==> src/rtl/bus_arbiter_n.sv <==
// bus_arbiter_n: N-initiator serial-bus arbiter with fixed-priority or
// round-robin selection, optional hold-time pre-emption and split parking.
// All outputs come straight from flops, so they are glitch-free.
module bus_arbiter_n #(
  parameter int NUM_INIT = 2,
  parameter int RR_MODE  = 0,
  parameter int MAX_HOLD = 0,
  parameter int SEL_W    = $clog2(NUM_INIT + 1)
) (
  input  logic                clk,
  input  logic                rst,
  input  logic [NUM_INIT-1:0] req,
  input  logic                req_split,
  input  logic                split_i,
  output logic [NUM_INIT-1:0] grant,
  output logic                grant_split,
  output logic [SEL_W-1:0]    sel,
  output logic                split_pending,
  output logic [SEL_W-1:0]    split_owner,
  output logic                split_err
);

  localparam int IDX_W  = (NUM_INIT < 2) ? 1 : $clog2(NUM_INIT);
  localparam int HOLD_W = (MAX_HOLD < 1) ? 1 : $clog2(MAX_HOLD + 1);
  // Value at which the hold counter stops counting and expiry is possible.
  localparam logic [HOLD_W-1:0] HOLD_LAST = HOLD_W'((MAX_HOLD < 1) ? 0 : MAX_HOLD - 1);

  typedef enum logic [1:0] {
    ST_IDLE  = 2'd0,
    ST_GRANT = 2'd1,
    ST_SPLIT = 2'd2
  } state_t;

  state_t              state_q, state_d;
  logic [IDX_W-1:0]    owner_q, owner_d;
  logic [IDX_W-1:0]    last_owner_q, last_owner_d;
  logic [HOLD_W-1:0]   hold_cnt_q, hold_cnt_d;
  logic [NUM_INIT-1:0] park_mask_q, park_mask_d;
  logic [NUM_INIT-1:0] preempt_mask_q, preempt_mask_d;
  logic                split_pending_q, split_pending_d;
  logic [SEL_W-1:0]    split_owner_q, split_owner_d;
  logic                split_err_q, split_err_d;
  logic [NUM_INIT-1:0] grant_q, grant_d;
  logic                grant_split_q, grant_split_d;
  logic [SEL_W-1:0]    sel_q, sel_d;

  logic [NUM_INIT-1:0] eligible_s;
  logic [NUM_INIT-1:0] owner_bit_s;
  logic                competitor_s;
  logic                expire_s;
  logic [IDX_W-1:0]    pick_s;

  // Choose the next owner: lowest index in fixed mode, or first eligible
  // index after the previous owner (wrapping) in round-robin mode.
  function automatic logic [IDX_W-1:0] pick_owner(input logic [NUM_INIT-1:0] elig,
                                                  input logic [IDX_W-1:0]    last);
    logic [IDX_W-1:0] pick;
    logic             found;
    int               idx;
    pick  = '0;
    found = 1'b0;
    for (int k = 0; k < NUM_INIT; k++) begin
      if (RR_MODE != 0) begin
        idx = (int'(last) + 1 + k) % NUM_INIT;
      end else begin
        idx = k;
      end
      if (!found && elig[IDX_W'(idx)]) begin
        pick  = IDX_W'(idx);
        found = 1'b1;
      end
    end
    return pick;
  endfunction

  // Next-state, mask and registered-output computation.
  always_comb begin
    for (int i = 0; i < NUM_INIT; i++) begin
      owner_bit_s[i] = (owner_q == IDX_W'(i));
    end
    eligible_s   = req & ~park_mask_q & ~preempt_mask_q;
    competitor_s = (|(eligible_s & ~owner_bit_s)) | req_split;
    expire_s     = (MAX_HOLD != 0) && (hold_cnt_q == HOLD_LAST) && competitor_s;
    pick_s       = pick_owner(eligible_s, last_owner_q);

    state_d         = state_q;
    owner_d         = owner_q;
    last_owner_d    = last_owner_q;
    hold_cnt_d      = hold_cnt_q;
    park_mask_d     = park_mask_q;
    // A pre-empted initiator becomes eligible again once it drops req.
    preempt_mask_d  = preempt_mask_q & req;
    split_pending_d = split_pending_q;
    split_owner_d   = split_owner_q;
    split_err_d     = split_i & ((state_q != ST_GRANT) | split_pending_q);

    case (state_q)
      ST_IDLE: begin
        if (req_split) begin
          state_d = ST_SPLIT;
        end else if (|eligible_s) begin
          state_d      = ST_GRANT;
          owner_d      = pick_s;
          last_owner_d = pick_s;
          hold_cnt_d   = '0;
        end else begin
          state_d = ST_IDLE;
        end
      end
      ST_GRANT: begin
        if (split_i && !split_pending_q) begin
          // Park takes precedence over release and pre-emption.
          park_mask_d     = park_mask_q | owner_bit_s;
          split_pending_d = 1'b1;
          split_owner_d   = SEL_W'(owner_q) + SEL_W'(1);
          state_d         = ST_IDLE;
        end else if (!(|(req & owner_bit_s))) begin
          state_d = ST_IDLE;
        end else if (expire_s) begin
          preempt_mask_d = preempt_mask_d | owner_bit_s;
          state_d        = ST_IDLE;
        end else if (hold_cnt_q != HOLD_LAST) begin
          hold_cnt_d = hold_cnt_q + HOLD_W'(1);
        end else begin
          hold_cnt_d = hold_cnt_q;
        end
      end
      ST_SPLIT: begin
        if (!req_split) begin
          state_d         = ST_IDLE;
          park_mask_d     = '0;
          split_pending_d = 1'b0;
          split_owner_d   = '0;
        end else begin
          state_d = ST_SPLIT;
        end
      end
      default: begin
        state_d = ST_IDLE;
      end
    endcase

    for (int i = 0; i < NUM_INIT; i++) begin
      grant_d[i] = (state_d == ST_GRANT) && (owner_d == IDX_W'(i));
    end
    grant_split_d = (state_d == ST_SPLIT);
    if (state_d == ST_GRANT) begin
      sel_d = SEL_W'(owner_d) + SEL_W'(1);
    end else begin
      sel_d = '0;
    end
  end

  // State, masks and outputs; reset clears everything asynchronously.
  always_ff @(posedge clk or posedge rst) begin
    if (rst) begin
      state_q         <= ST_IDLE;
      owner_q         <= '0;
      last_owner_q    <= IDX_W'(NUM_INIT - 1);
      hold_cnt_q      <= '0;
      park_mask_q     <= '0;
      preempt_mask_q  <= '0;
      split_pending_q <= 1'b0;
      split_owner_q   <= '0;
      split_err_q     <= 1'b0;
      grant_q         <= '0;
      grant_split_q   <= 1'b0;
      sel_q           <= '0;
    end else begin
      state_q         <= state_d;
      owner_q         <= owner_d;
      last_owner_q    <= last_owner_d;
      hold_cnt_q      <= hold_cnt_d;
      park_mask_q     <= park_mask_d;
      preempt_mask_q  <= preempt_mask_d;
      split_pending_q <= split_pending_d;
      split_owner_q   <= split_owner_d;
      split_err_q     <= split_err_d;
      grant_q         <= grant_d;
      grant_split_q   <= grant_split_d;
      sel_q           <= sel_d;
    end
  end

  assign grant         = grant_q;
  assign grant_split   = grant_split_q;
  assign sel           = sel_q;
  assign split_pending = split_pending_q;
  assign split_owner   = split_owner_q;
  assign split_err     = split_err_q;

endmodule
==> config.mk <==
export PLATFORM = sky130hd
export DESIGN_NAME = bus_arbiter_n
export DESIGN_NICKNAME = d
export VERILOG_FILES = /design/src/rtl/bus_arbiter_n.sv
export SDC_FILE = /design/constraint.sdc
export NUM_CORES = 1
export LEC_CHECK = 0
export ABC_AREA = 1
export CAP_MARGIN = 40
export CORE_MARGIN = 10
export CORE_UTILIZATION = 32
export DETAILED_ROUTE_END_ITERATION = 10
export GPL_ROUTABILITY_DRIVEN = 0
export GPL_TIMING_DRIVEN = 0
export HOLD_SLACK_MARGIN = 0.12
export PLACE_DENSITY_LB_ADDON = 0.12
export RECOVER_POWER = 25
export SLEW_MARGIN = 20
export SYNTH_ARGS = -nofsm -noshare
export SYNTH_HDL_FRONTEND = slang
export SYNTH_SLANG_ARGS = --single-unit
==> constraint.sdc <==
create_clock -name clk -period 1.2 [get_ports clk]
set_input_delay 0.36 -clock clk [delete_from_list [all_inputs] [get_ports clk]]
set_output_delay 0.36 -clock clk [all_outputs]
set_load 0.05 [all_outputs]
==> summary.md <==
| Metric | Value |
|---|---|
| Status | finished, violations left |
| Failing checks | setup timing |
| Largest net degree at the start of global routing | 15 |
| Top post-synthesis cells by area | dfrtp_1 59%, inv_1 11%, nand2_1 9.5% |
| Largest family of logic cells by synthesized area | simple AND/OR/NAND/NOR gates |
| Critical Path Stages | 2 |
| Cell Pwr Density | 1710 nW/um^2 |
| Vias in the first global route | ~470 |
| Synthesized-area fraction occupied by adder cells | 0 |
| Post-synth EDFFs | 0 |
| Crit path max-delay family | flip-flops |
| Setup TNS | -0.354 ns |
| VDD IR max | approximately 0.0012 V |
| Fmax | 769 MHz |
| Total GRT Usage | 0.0627 |
| Initial core utilization | 0.338 |
| Worst hold slack | about 0.47 ns |
| Final Hold Fails | 0 |
| Unrepaired setup endpoints after global routing | true |
| Root buf cell | clkbuf_4 |
| Final Max Tran Viols | 0 |
| Post-route ant nets | 0 |
| Final setup fails | 5 |
| Hold Path Cell Cnt | 2 |
| DP Wirelength | 848 microns |
| Max_cap viols | 0 |
| Cell Chain, Critical Path | buf_6, buf_8 |
| Via density | between 4 and 5 |
| IO buf count | 14 |
| Via Count | ~460 |
| Internal | a little over 900 uW |
| Fin crit share | 1.08 |
| Synth Area in XOR/XNOR | 0 |
| Worst Path Arrival | roughly 0.94 ns |
| Ys Warns | 0 |
| CP max FO | 2 |
| Synth unique cells | 14 |
| Core area | approximately 1700 sq um |
| NetSw | just over 500 uW |
| Rows | 15 |
| Area growth syn-to-layout | 41.7% |
| Die height | about 63 microns |
| Switching Fraction | 0.352 |
| Top-count cell post-synth | inv_1 |
| DRC Markers | 0 |
| Post-synth top flop | dfrtp_1 |
| Nets | 96 |
| CP Launch Type | flop |
| Mapped Nets | 75 |
| Full die area | about 4000 sq um |
| Cell Area, Placed | approximately 760 sq um |
| Synth top cells by count | 17 x inv_1, 15 x nand2_1, 14 x dfrtp_1, 7 x nand3_1, 4 x nor2_1 |
| Final clock skew | between 0.007 and 0.008 ns |
| Yosys reg bits | 14 |
| Post-synthesis mux area share | 0 |
| Hold Path Class | reg2reg |
| Post-synth top area share | 0.593 |
| Clock Pin Slew Worst Setup and Hold Paths | 0.08 ns |
| Crit. End Element | output pin |
| First-pass GRT wire length | 1970 microns |
| Worst-Skew Late Latency | around 0.28 ns |
| Total gr overflow | 0 |
| Relative slew slack | 0.666 |
| WL/cell | ~9.5 microns |
| Final Cell Area | between 800 and 900 sq um |
| Register share of total power | 0.409 |
| Buffer levels on the longest clock path | 2 |
| Seq/Total Area, Yosys | 0.593 |
| Simple-gate area share of the yosys netlist | 0.208 |
| Largest stage delay, worst path | around 0.41 ns |
| Final WL | between 1000 and 1500 microns |
| Worst Reg2Reg Path Length in Cells | 4 |
| Worst Tran Pin Value | between 0.5 and 0.6 ns |
| Htree depth | 1 |
| I/O pin cnt | 15 |
| Die Width | ~63 microns |
| CTS tree | yes |
| R2r setup slk | roughly 0.12 ns |
| Cell area after synthesis | a little under 600 sq um |
| Buf/Inv on CP | 2 |
| PnR worst setup slack | -0.101 ns |
| Crit path max-delay cell type | dfrtp_2 |
| Initial antenna violation count | 0 |
| Antenna diode count | 0 |
| Req. time, crit path | 0.84 ns |
| Syn Area/Cell | between 8 and 9 sq um |
| TritonCTS Buffers | 3 |
| Share of cells above drive strength 1 | 0.258 |
| Post-synth ARST share | 1.00 |
| First-pass DRT Iterations | 4 |
| Clock period minus worst slack | between 1 and 1.5 ns |
| Compound-gate portion of the synthesized area | 0.0530 |
| Mapped Cells | just under 70 |
| CTS sink count | 14 |
| Synth area leader | dfrtp_1 |
| Part of the power in the clock network | 0.227 |
| Kind of critical path | reg2out |
| Detailed Route Iter0 Violations | 6 |
| Share of power burned in combinational logic | 0.364 |
| Leakage | between 0.0004 and 0.0005 uW |
metal layers:
layer,wire [microns],share of wire,track usage,vias to the layer above
met4,17,0.016,0.0251,0
li1,-,-,-,242
met5,0,0,0,-
met3,81,0.075,0.0430,2
met2,496,0.46,0.0964,12
met1,484,0.45,0.0650,201
what timing repair did:
action / 4_1_cts / 5_1_grt
setup buffers: 2 / 0
resized for setup: 63 / 3
hold buffers: 0 / 0
setup endpoints to repair: 9 / 12
sequential cells by signal (all words and copies together), names as in the netlist:
register / count
grant: 2
split_pending: 1
park_mask_q: 2
preempt_mask_q: 2
split_owner: 2
state_q: 2
grant_split: 1
split_err: 1
owner_q: 1
path summary, 6_finish.rpt:
check                                       start           endpoint
worst max-delay path                     grant[0]             sel[0]
worst min-delay path            preempt_mask_q[0]  preempt_mask_q[0]
worst max register to register         state_q[1]           grant[1]
worst min register to register  preempt_mask_q[0]  preempt_mask_q[0]
max in group asynchronous                     rst           grant[1]
min in group asynchronous                     rst          split_err
area by class of cell:
| class | count | area, sq um |
|---|---|---|
| buffer | 2 | 22.5 |
| clock buffer | 4 | 36.3 |
| fill | 186 | 908 |
| inverter | 19 | 71.3 |
| multi-input combinational | 34 | 159 |
| sequential | 14 | 353 |
| tap | 25 | 31.3 |
| timing repair buffer | 16 | 164 |
power by group through the flow:
stage | sequential (uW) | clock (uW) | combinational, uW
2_1_floorplan | 742 | 0 | 153
3_3_place_gp | 588 | 0 | 457
3_5_place_dp | 589 | 0 | 460
4_1_cts | 584 | 346 | 521
5_1_grt | 596 | 370 | 567
6_report | 586 | 325 | 522
cells by family (layout without fill, tap and decap cells):
logic type	after synthesis	in the layout
AO/OA/AOI/OAI	6	6
buffers and inverters	21	41
flip-flops	14	14
AND/OR/NAND/NOR	28	28
cells in the final DEF, fill, tap and decap left out, types with 2 or more instances in the layout:
master | synthesis | routed
o21ai_1 | 2 | 2
nand3_1 | 7 | 7
nor2_1 | 4 | 3
buf_8 | 0 | 2
inv_1 | 17 | 17
buf_4 | 2 | 2
dlygate4sd3_1 | 0 | 4
buf_6 | 0 | 7
dfrtp_2 | 0 | 2
dfrtp_1 | 14 | 12
clkbuf_4 | 0 | 4
nand2_1 | 15 | 14
a21oi_1 | 2 | 2
worst min-delay path, stage by stage, from the launching register on:
cell	delay [ns]
dfrtp_1	0.34
nand2_1	0.05
inv_1	0.04
metrics by stage:
stage,setup slack (ns),instances,utilization,power [uW]
after floorplan,0.0609,69,-,895
after global placement,-0.376,108,0.438,1040
after detailed placement,-0.381,108,0.438,1050
after CTS,-0.118,114,0.475,1450
after global routing,-0.142,114,0.480,1530
final,-0.101,114,0.480,1430
Note: power is estimated with default switching activity, not from simulation.
